===== src/rtl/dac_drs_ctrl.sv =====
// dac_drs_ctrl: slow-control front end for the DRS DAC serializer.
// Keeps shadow copies of the five DAC codes and drives stable active copies onto
// the serializer. Runs the dacset/finish/dac_en handshake with timeout detection,
// and provides registered read-back of all registers.
module dac_drs_ctrl #(
    parameter logic [15:0] ROFS_INIT = 16'h8000,
    parameter logic [15:0] OOFS_INIT = 16'h8000,
    parameter logic [15:0] BIAS_INIT = 16'h4000,
    parameter logic [15:0] CALP_INIT = 16'h8000,
    parameter logic [15:0] CALN_INIT = 16'h8000,
    parameter logic [15:0] TIMEOUT   = 16'd4096
) (
    input  logic        clk,
    input  logic        rst,
    input  logic        wr_en,
    input  logic [2:0]  wr_addr,
    input  logic [15:0] wr_data,
    input  logic [2:0]  rd_addr,
    output logic [15:0] rd_data,
    output logic [15:0] DAC_ROFS,
    output logic [15:0] DAC_OOFS,
    output logic [15:0] DAC_BIAS,
    output logic [15:0] DAC_CALP,
    output logic [15:0] DAC_CALN,
    output logic        command_dacset,
    input  logic        command_dac_finish,
    input  logic        dac_en,
    output logic        busy,
    output logic        err,
    output logic        done
);

    typedef enum logic [1:0] {
        S_IDLE = 2'd0,
        S_LOAD = 2'd1,
        S_REQ  = 2'd2,
        S_DROP = 2'd3
    } state_t;

    localparam logic [15:0] TMO_LAST = TIMEOUT - 16'd1;

    state_t      r_state;
    logic [15:0] r_shadow [5];
    logic [15:0] r_active [5];
    logic        r_auto;
    logic        r_pending;
    logic        r_err;
    logic        r_done;
    logic        r_dacset;
    logic        r_timed_out;
    logic [15:0] r_tmo_cnt;
    logic [15:0] r_reload_cnt;
    logic [15:0] r_rd_data;

    logic        w_shadow_wr;
    logic        w_ctrl_wr;
    logic        w_pend_set;
    logic        w_err_clr;
    logic        w_busy;
    logic [15:0] w_rd_mux;

    assign w_shadow_wr = wr_en && (wr_addr <= 3'd4);
    assign w_ctrl_wr   = wr_en && (wr_addr == 3'd5);
    assign w_pend_set  = (w_ctrl_wr && wr_data[0]) || (w_shadow_wr && r_auto);
    assign w_err_clr   = w_ctrl_wr && wr_data[1];
    assign w_busy      = (r_state != S_IDLE);

    // Shadow registers and the stored auto bit; writes accepted in every state
    always_ff @(posedge clk) begin
        if (rst) begin
            r_shadow[0] <= ROFS_INIT;
            r_shadow[1] <= OOFS_INIT;
            r_shadow[2] <= BIAS_INIT;
            r_shadow[3] <= CALP_INIT;
            r_shadow[4] <= CALN_INIT;
            r_auto      <= 1'b0;
        end else begin
            for (int unsigned i = 0; i < 5; i++) begin
                if (w_shadow_wr && (wr_addr == 3'(i)))
                    r_shadow[i] <= wr_data;
            end
            if (w_ctrl_wr)
                r_auto <= wr_data[2];
        end
    end

    // Reload FSM with pending/err bookkeeping and registered handshake outputs
    always_ff @(posedge clk) begin
        if (rst) begin
            r_state      <= S_IDLE;
            r_active[0]  <= ROFS_INIT;
            r_active[1]  <= OOFS_INIT;
            r_active[2]  <= BIAS_INIT;
            r_active[3]  <= CALP_INIT;
            r_active[4]  <= CALN_INIT;
            r_pending    <= 1'b0;
            r_err        <= 1'b0;
            r_done       <= 1'b0;
            r_dacset     <= 1'b0;
            r_timed_out  <= 1'b0;
            r_tmo_cnt    <= '0;
            r_reload_cnt <= '0;
        end else begin
            r_done <= 1'b0;
            // A timeout in the REQ branch below overrides this clear
            if (w_err_clr)
                r_err <= 1'b0;
            if (w_pend_set)
                r_pending <= 1'b1;
            case (r_state)
                // Transition uses the incoming set so an apply write reaches LOAD next cycle
                S_IDLE: begin
                    if ((r_pending || w_pend_set) && dac_en) begin
                        if (!w_pend_set)
                            r_pending <= 1'b0;
                        r_state <= S_LOAD;
                    end
                end
                S_LOAD: begin
                    r_active    <= r_shadow;
                    if (!w_pend_set)
                        r_pending <= 1'b0;
                    r_tmo_cnt   <= '0;
                    r_timed_out <= 1'b0;
                    r_dacset    <= 1'b1;
                    r_state     <= S_REQ;
                end
                S_REQ: begin
                    if (command_dac_finish) begin
                        r_dacset <= 1'b0;
                        r_state  <= S_DROP;
                    end else if (r_tmo_cnt == TMO_LAST) begin
                        r_err       <= 1'b1;
                        r_timed_out <= 1'b1;
                        r_dacset    <= 1'b0;
                        r_state     <= S_DROP;
                    end else begin
                        r_tmo_cnt <= r_tmo_cnt + 16'd1;
                    end
                end
                S_DROP: begin
                    if (dac_en) begin
                        if (!r_timed_out) begin
                            r_done       <= 1'b1;
                            r_reload_cnt <= r_reload_cnt + 16'd1;
                        end
                        r_state <= S_IDLE;
                    end
                end
                default: r_state <= S_IDLE;
            endcase
        end
    end

    // Read-back multiplexer; status uses pre-edge values
    always_comb begin
        w_rd_mux = '0;
        case (rd_addr)
            3'd0:    w_rd_mux = r_shadow[0];
            3'd1:    w_rd_mux = r_shadow[1];
            3'd2:    w_rd_mux = r_shadow[2];
            3'd3:    w_rd_mux = r_shadow[3];
            3'd4:    w_rd_mux = r_shadow[4];
            3'd5:    w_rd_mux = {13'b0, r_auto, 2'b00};
            3'd6:    w_rd_mux = {12'b0, r_pending, w_busy, r_err, dac_en};
            3'd7:    w_rd_mux = r_reload_cnt;
            default: w_rd_mux = '0;
        endcase
    end

    // Registered read data, one cycle latency
    always_ff @(posedge clk) begin
        if (rst)
            r_rd_data <= '0;
        else
            r_rd_data <= w_rd_mux;
    end

    assign rd_data        = r_rd_data;
    assign DAC_ROFS       = r_active[0];
    assign DAC_OOFS       = r_active[1];
    assign DAC_BIAS       = r_active[2];
    assign DAC_CALP       = r_active[3];
    assign DAC_CALN       = r_active[4];
    assign command_dacset = r_dacset;
    assign busy           = w_busy;
    assign err            = r_err;
    assign done           = r_done;

endmodule

===== config.mk =====
export PLATFORM = sky130hd
export DESIGN_NAME = dac_drs_ctrl
export DESIGN_NICKNAME = d
export VERILOG_FILES = /design/src/rtl/dac_drs_ctrl.sv
export SDC_FILE = /design/constraint.sdc
export NUM_CORES = 1
export LEC_CHECK = 0
export CAP_MARGIN = 20
export CORE_ASPECT_RATIO = 1.25
export CORE_MARGIN = 10
export CORE_UTILIZATION = 48
export DETAILED_ROUTE_END_ITERATION = 8
export PLACE_DENSITY = 0.81
export SYNTH_ARGS = -nofsm -noshare
export SYNTH_HDL_FRONTEND = slang
export SYNTH_SLANG_ARGS = --single-unit

===== constraint.sdc =====
create_clock -name clk -period 4.88 [get_ports clk]
set_clock_uncertainty 0.2 [all_clocks]
set_input_delay 1.464 -clock clk [delete_from_list [all_inputs] [get_ports clk]]
set_output_delay 1.464 -clock clk [all_outputs]
set_load 0.005 [all_outputs]

Word level (Yosys, flattened, before mapping)

Index checks and enable logic that the tools add are counted.
W data, S select, Z words.

Multiplexer cells: 24
Add/sub/neg operators: 2
Order comparisons: 1
Equality and inequality tests: 22
Reductions and logical operators: 24
Bitwise logic cells: 3

Operator list:

| operator                | count |
|---|---|
| $pmux W16 S8            | 1 |
| $add A16 B1 Y16 const B | 2 |
| $mux W16                | 2 |
| $pmux W16 S2            | 1 |
| $eq A3 B3 Y1 const B    | 6 |
| $eq A16 B12 Y1 const B  | 1 |
| $eq A3 B2 Y1 const B    | 4 |
| $mux W1                 | 12 |
| $reduce_and A3 Y1       | 4 |
| $logic_and A1 B1 Y1     | 11 |
| $ne A2 B2 Y1 const B    | 5 |
| $mux W2                 | 4 |
| $pmux W2 S4             | 1 |
| $eq A3 B1 Y1 const B    | 2 |
| $logic_not A3 Y1        | 2 |
| $pmux W1 S2             | 3 |
| $eq A2 B2 Y1 const B    | 2 |
| $reduce_bool A2 Y1      | 2 |
| $le A3 B3 Y1 const B    | 1 |
| $ne A3 B3 Y1 const B    | 1 |
| $not A1 Y1              | 3 |
| $reduce_or A3 Y1        | 1 |
| $eq A2 B1 Y1 const B    | 1 |
| $logic_not A2 Y1        | 1 |
| other kinds (2)         | 3 |

Bits in registers: 216
Output and inout bits: 100
Input bits: 27
Logic and storage cells: 96

Depth between registers and ports, before layout

Gate-level depths: netlist of the first run.

Word-level depth: 8
Depth in mapped cells: 8
Gate-level depth less buffers: 7

Least setup slack after synthesis of the first run

No wires, ideal clock.

Path kind: input port to flip-flop
Start: in rd_addr[0]
End: reg r_rd_data[10], in the netlist rd_data[10]
Path slack: 1756 ps
Path buffers: 2
Data required time: 4552 ps
Library setup time: 128 ps
Stages on the path: 7
Arrival: 2796 ps
Cells stage by stage: clkbuf_1 -> clkbuf_1 -> mux2_2 -> a221oi_1 -> a21oi_1 -> a21oi_1 -> nor2_1

Longest elaborated chain between the ends: 2
Elaborated cells on any way between the ends: 9
Those cells by class: 7 x eq/ne; 1 x mux; 1 x reduce/logical

Ends and longest elaborated chain:

| item                                       | RTL line | text |
|---|---|---|
| start, declared                            | 18       | `input logic [2:0] rd_addr,` |
| $eq A3 B3 Y1, or another cell as far along | 158      | `case (rd_addr)` |
| $pmux W16 S8 *                             | 158      |  |
| end signal, assigned                       | 176      | `r_rd_data <= w_rd_mux;` |
| end, declared                              | 53       | `logic [15:0] r_rd_data;` |

Mark *: on every way between the ends. The rest lies on a longest branch, timed or not.
A chain may end at the register's enable or synchronous reset.

Worst setup path in the final report of the first run

Start: reg r_state[0]
End: out busy

Longest elaborated chain between the ends: 1

Ends and longest elaborated chain:

| item                   | RTL line | text |
|---|---|---|
| start, declared        | 42       | `state_t r_state;` |
| start signal, assigned | 90       | `r_state <= S_IDLE;` |
| start signal, assigned | 116      | `r_state <= S_LOAD;` |
| start signal, assigned | 126      | `r_state <= S_REQ;` |
| $reduce_bool A2 Y1     | 66       | `assign w_busy = (r_state != S_IDLE);` |
| end, declared          | 28       | `output logic busy,` |

Every way passes these cells.

==> results of run 1 <==
## power by group
group          leakage [nW]  switching, mW  total [mW]  internal, mW
clock network         0.356          0.676        1.63         0.958
logic                  1.63          0.159       0.276         0.117
registers              1.75         0.0266        1.82          1.79
total                  3.74          0.862        3.73          2.87
## state kept, by name, summed over array words and instances, names as in the netlist, 2 cells and up
signal,flops
r_state,2
DAC_CALN,16
r_tmo_cnt,16
DAC_ROFS,16
DAC_CALP,16
DAC_BIAS,16
DAC_OOFS,16
r_reload_cnt,16
rd_data,16
r_shadow,80
## worst paths after layout
path                                   start      endpoint  slack [ns]
worst max-delay path              r_state[0]          busy        1.28
worst min-delay path            r_shadow[35]  r_shadow[35]        0.28
worst max register to register    r_state[1]  DAC_ROFS[12]        2.32
worst min register to register  r_shadow[35]  r_shadow[35]        0.28
## layer usage
metal	wire length, um	up-vias	track usage
met5	0	-	0
met1	10200	3472	0.243
met4	660	0	0.0652
met2	11500	265	0.326
met3	1730	40	0.0370
li1	-	3580	-
## cell usage in the layout (no fill, tap or decap), types with 2 or more instances in the layout
| cell | count |
|---|---|
| buf_4 | 7 |
| clkinv_2 | 5 |
| a221oi_1 | 16 |
| mux2i_1 | 81 |
| clkdlybuf4s50_1 | 125 |
| a211oi_1 | 4 |
| nor4_1 | 2 |
| mux2_2 | 10 |
| nand3b_1 | 7 |
| mux4_2 | 2 |
| a22oi_1 | 16 |
| clkbuf_16 | 23 |
| o21ai_1 | 2 |
| a211o_1 | 5 |
| nand2_1 | 177 |
| inv_1 | 14 |
| nand4_1 | 14 |
| o21ai_0 | 9 |
| and3_1 | 6 |
| xnor2_1 | 7 |
| nor2_1 | 146 |
| clkbuf_8 | 7 |
| and4b_1 | 2 |
| nand3_1 | 14 |
| and4_1 | 2 |
| nor3_1 | 7 |
| nor2b_1 | 10 |
| ha_1 | 6 |
| and2_1 | 6 |
| clkbuf_1 | 2 |
| or3_1 | 8 |
| a21o_1 | 2 |
| xor2_1 | 16 |
| nand2b_1 | 4 |
| a31oi_1 | 2 |
| a21oi_1 | 107 |
| dfxtp_1 | 216 |
## final cells by class
type	instances	area (um2)	share of cell area
inverters	14	52.6	0.00489
well taps	224	280	0.0261
clock buffers	32	679	0.0632
flip-flops and latches	216	4320	0.403
multi-input cells	702	4050	0.377
repair buffers	134	1340	0.124
clock inverters	5	25.0	0.00233
## logic make-up after synthesis
logic type	after synthesis	share of synthesized area
buf+inv	81	0.0351
simple gates	408	0.202
flops	216	0.499
xor+xnor	23	0.0233
compound gates	171	0.119
fa+ha+maj	7	0.0101
mux	93	0.112
## per-stage QoR
stage	power (mW)	cell area, um2	hold slack, ns	setup WS (ns)
2_1_floorplan	2.02	8660	0.243	1.76
3_3_place_gp	2.13	10000	0.260	1.05
3_5_place_dp	2.13	10000	0.264	1.30
4_1_cts	3.75	10700	0.277	1.27
5_1_grt	3.84	10700	0.294	1.22
6_report	3.73	10700	0.279	1.28
## worst register-to-register path: stages (launching register included)
cell	delay, ns
dfxtp_1	0.33
inv_1	0.16
ha_4	0.86
buf_4	0.53
mux2i_1	0.28
nor2_1	0.06
==> reports/metrics.yaml, run 1 <==
status: "finished clean"
drive_gt1_frac: 0.0553
synth-edff-count: 0
yosysMostFrequentCell: "dfxtp_1"
reg2regPathDepth: 5
synth_cell_types: 44
rows: 54
io_pins: 127
ys_warn_count: 0
drt-wirelength-per-cell_um: 18.2
cpMaxStageDelayCell: "clkdlybuf4s50_1"
fin_tns_setup_ns: 0
critPathCaptureType: "output port"
avgSynthCellArea_um2: 8.67
drv_slew: 0
final_cell_count_no_fill: 1327
dr.pass1.iters: 6
p_leak_nw: 3.74
route.antenna.remaining_nets: 0
post-dp-hpwl_um: 17000
ys_seq_area_frac: 0.499
grt_pass1_vias: 7114
worst_slew_pin_slew_ns: 1.05
synth_common_cells: "dfxtp_1 (216), nand2_1 (177), nor2_1 (146)"
clkTransAtPathRegs_ns: 0.06
synth_top_cell_by_area: "dfxtp_1"
rsz0062_at_grt: "no"
nets: 1124
die_w_um: 140
worst_path_largest_cell_delay_ns: 0.50
mappedNetlistArea_um2: 8660
min_period_ns: 3.60
cp_num_buf_inv: 3
cts_sinks: 216
crit_path_start_kind: "flop"
core_um2: 17600
port-buffer-count: 126
cts_buffers: 22
antenna_found_initial: 0
grt_pass1_wl_um: 38700
fp.dieH_um: 170
hold_viol: 0
route.vias.total: 7357
finalSetupViolations: 0
synth_ff_type: "dfxtp_1"
worst_hold_path_type: "flop to flop"
cts_hold_buf: 0
cts.path.max_buffers: 3
initial_core_util: 0.493
worstSkewPairLatency_ns: 0.50
syn_to_final_growth_pct: 24.0
place_congestion: 0.912
async_flop_share: 0
synth_seq_cells: 216
maxSlewHeadroom: 0.299
dieArea_um2: 23800
p_per_area_nw_per_um2: 347
grt_max_degree: 138
critPathArrivalTime_ns: 1.94
viasPerCell: 5.54
root_buffer: "clkbuf_16"
final_util: 0.611
fill_cells: 1520
post_cts_buffers: 0
grt_overflow: 0
max_cap_violations: 0
synthCells: 999
period_share: 0.738
crit_path_frequent_cell: "inv_1"
cp.depth: 4
min_path_cells: 2
dp_cells: 1290
ir_drop_mv: 0.225
synth_top_area_frac: 0.499
crit_fanout: 4
synth.area.top_cells: "dfxtp_1 (50%), mux2i_1 (9.4%), nand2_1 (7.7%), nor2_1 (6.3%), a21oi_1 (6.2%)"
crit_family: "buffers and inverters"
initialDrtViolationCount: 631
cts_tree: "done"
post-route-drc-count: 0
synthesis.nets: 1033
drt-total-wl_um: 24100
crit_type: "flop to output port"
worstPathRequired_ns: 3.22
antenna_cells: 0
crit_chain: "inv_1, ha_1, inv_1, clkdlybuf4s50_1"
grt_usage: 0.194
ctsResizeCount: 0
h-tree-depth: 1
max_freq_mhz: 278
Power figures use the tool's default switching activity.
==> run 2, diff against run 1 <==
clock period = 3.5 ns   (was 4.88 ns; I/O delays follow)
==> reports/metrics.yaml, run 2 (synthesis results as in run 1) <==
status: "finished clean"
largest-register: "r_shadow"
maxSlewHeadroom: 0.550
port-buffer-count: 126
clkTransAtPathRegs_ns: 0.06
io_pins: 127
finalSetupViolations: 0
drt-wirelength-per-cell_um: 18.2
regArea_um2: 4320
layout_commonest_cell: "dfxtp_1"
worstPathRequired_ns: 2.25
r2r_slack_ns: 1.00
critPathCaptureType: "output port"
setup.worst_path.end: "busy"
crit_path_start_kind: "flop"
min_period_ns: 3.17
cts_tree: "done"
syn_to_final_growth_pct: 24.5
rsz0062_at_grt: "no"
fill_cells: 1478
initialDrtViolationCount: 652
rows: 54
cts_buffers: 22
nets: 1127
p_per_area_nw_per_um2: 480
rr_endpoint: "r_tmo_cnt[11]"
reg2regPathDepth: 7
post-dp-hpwl_um: 17400
post_cts_buffers: 0
crit_type: "flop to output port"
dr.pass1.iters: 6
dieArea_um2: 23800
fp.dieH_um: 170
drv_slew: 0
crit_fanout: 4
multiInputGateArea_um2: 4050
grt_overflow: 0
critPathArrivalTime_ns: 1.92
cts.path.max_buffers: 3
r2r-start: "r_state[0]"
place_congestion: 0.934
p_leak_nw: 3.74
route.vias.total: 7401
route.antenna.remaining_nets: 0
grt_max_degree: 96
max_freq_mhz: 315
final_cell_count_no_fill: 1329
worst_slew_pin_slew_ns: 0.673
viasPerCell: 5.57
cts_hold_buf: 0
max_cap_violations: 0
post-route-drc-count: 0
h-tree-depth: 1
worst_hold_path_type: "flop to flop"
grt_usage: 0.193
ir_drop_mv: 0.300
initial_core_util: 0.493
grt_pass1_vias: 6938
period_share: 0.907
largest_reg_flops: 80
ctsResizeCount: 0
grt_pass1_wl_um: 38500
cts_sinks: 216
hold_viol: 0
critPathLaunch: "r_state[0]"
worstSkewPairLatency_ns: 0.50
antenna_cells: 0
dp_cells: 1293
final_cell_mix: "dfxtp_1 (216), nand2_1 (177), nor2_1 (146)"
drive_gt1_frac: 0.0534
fin_tns_setup_ns: 0
drt-total-wl_um: 24200
die_w_um: 140
core_um2: 17600
antenna_found_initial: 0
root_buffer: "clkbuf_16"
-- run 2: final cells by class --
cell class | count | area share
clock buffers | 35 | 0.0631
clock inverters | 1 | 0.000464
inverters | 14 | 0.00487
multi-input cells | 702 | 0.375
flip-flops and latches | 216 | 0.401
well taps | 224 | 0.0260
repair buffers | 137 | 0.129
-- run 2: stage by stage --
stage | setup WS (ns) | util | hold WS, ns | instance area (um2) | power [mW]
floorplan | 0.790 | - | 0.243 | 8660 | 2.82
global placement | 0.474 | 0.575 | 0.261 | 10100 | 2.98
detailed placement | 0.401 | 0.575 | 0.269 | 10100 | 2.98
CTS | 0.310 | 0.614 | 0.279 | 10800 | 5.20
global route | 0.229 | 0.614 | 0.297 | 10800 | 5.33
finish | 0.326 | 0.614 | 0.280 | 10800 | 5.18
-- run 2: power by group --
| group | switching (mW) | internal (mW) | leakage [nW] |
|---|---|---|---|
| Clock | 0.926 | 1.32 | 0.338 |
| Combinational | 0.226 | 0.169 | 1.66 |
| Sequential | 0.0376 | 2.50 | 1.75 |
| Total | 1.19 | 3.99 | 3.74 |
-- run 2: worst min-delay path by stage --
| stage | startpoint | to | slack [ns] | depth (start not counted) |
|---|---|---|---|---|
| 2_1_floorplan | r_timed_out | r_timed_out | 0.24 | 2 |
| 3_3_place_gp | r_shadow[43] | r_shadow[43] | 0.26 | 2 |
| 3_5_place_dp | r_shadow[38] | r_shadow[38] | 0.27 | 2 |
| 4_1_cts | r_shadow[38] | r_shadow[38] | 0.28 | 2 |
| 5_1_grt | r_shadow[22] | r_shadow[22] | 0.30 | 2 |
| 6_report | r_shadow[36] | r_shadow[36] | 0.28 | 2 |
-- run 2: routing by layer --
metal  GRT usage  up-vias  part of all wire
met3      0.0387       42             0.074
met4      0.0634        0             0.031
met2       0.314      273              0.47
met1       0.251     3498              0.43
met5           0        -                 0
li1            -     3588                 -
-- run 2: worst max-delay path, cell delays in order (launching register included) --
cell and delay [ns]:
dfxtp_1 0.43, inv_1 0.12, ha_1 0.27, inv_1 0.09
clkdlybuf4s50_1 0.51
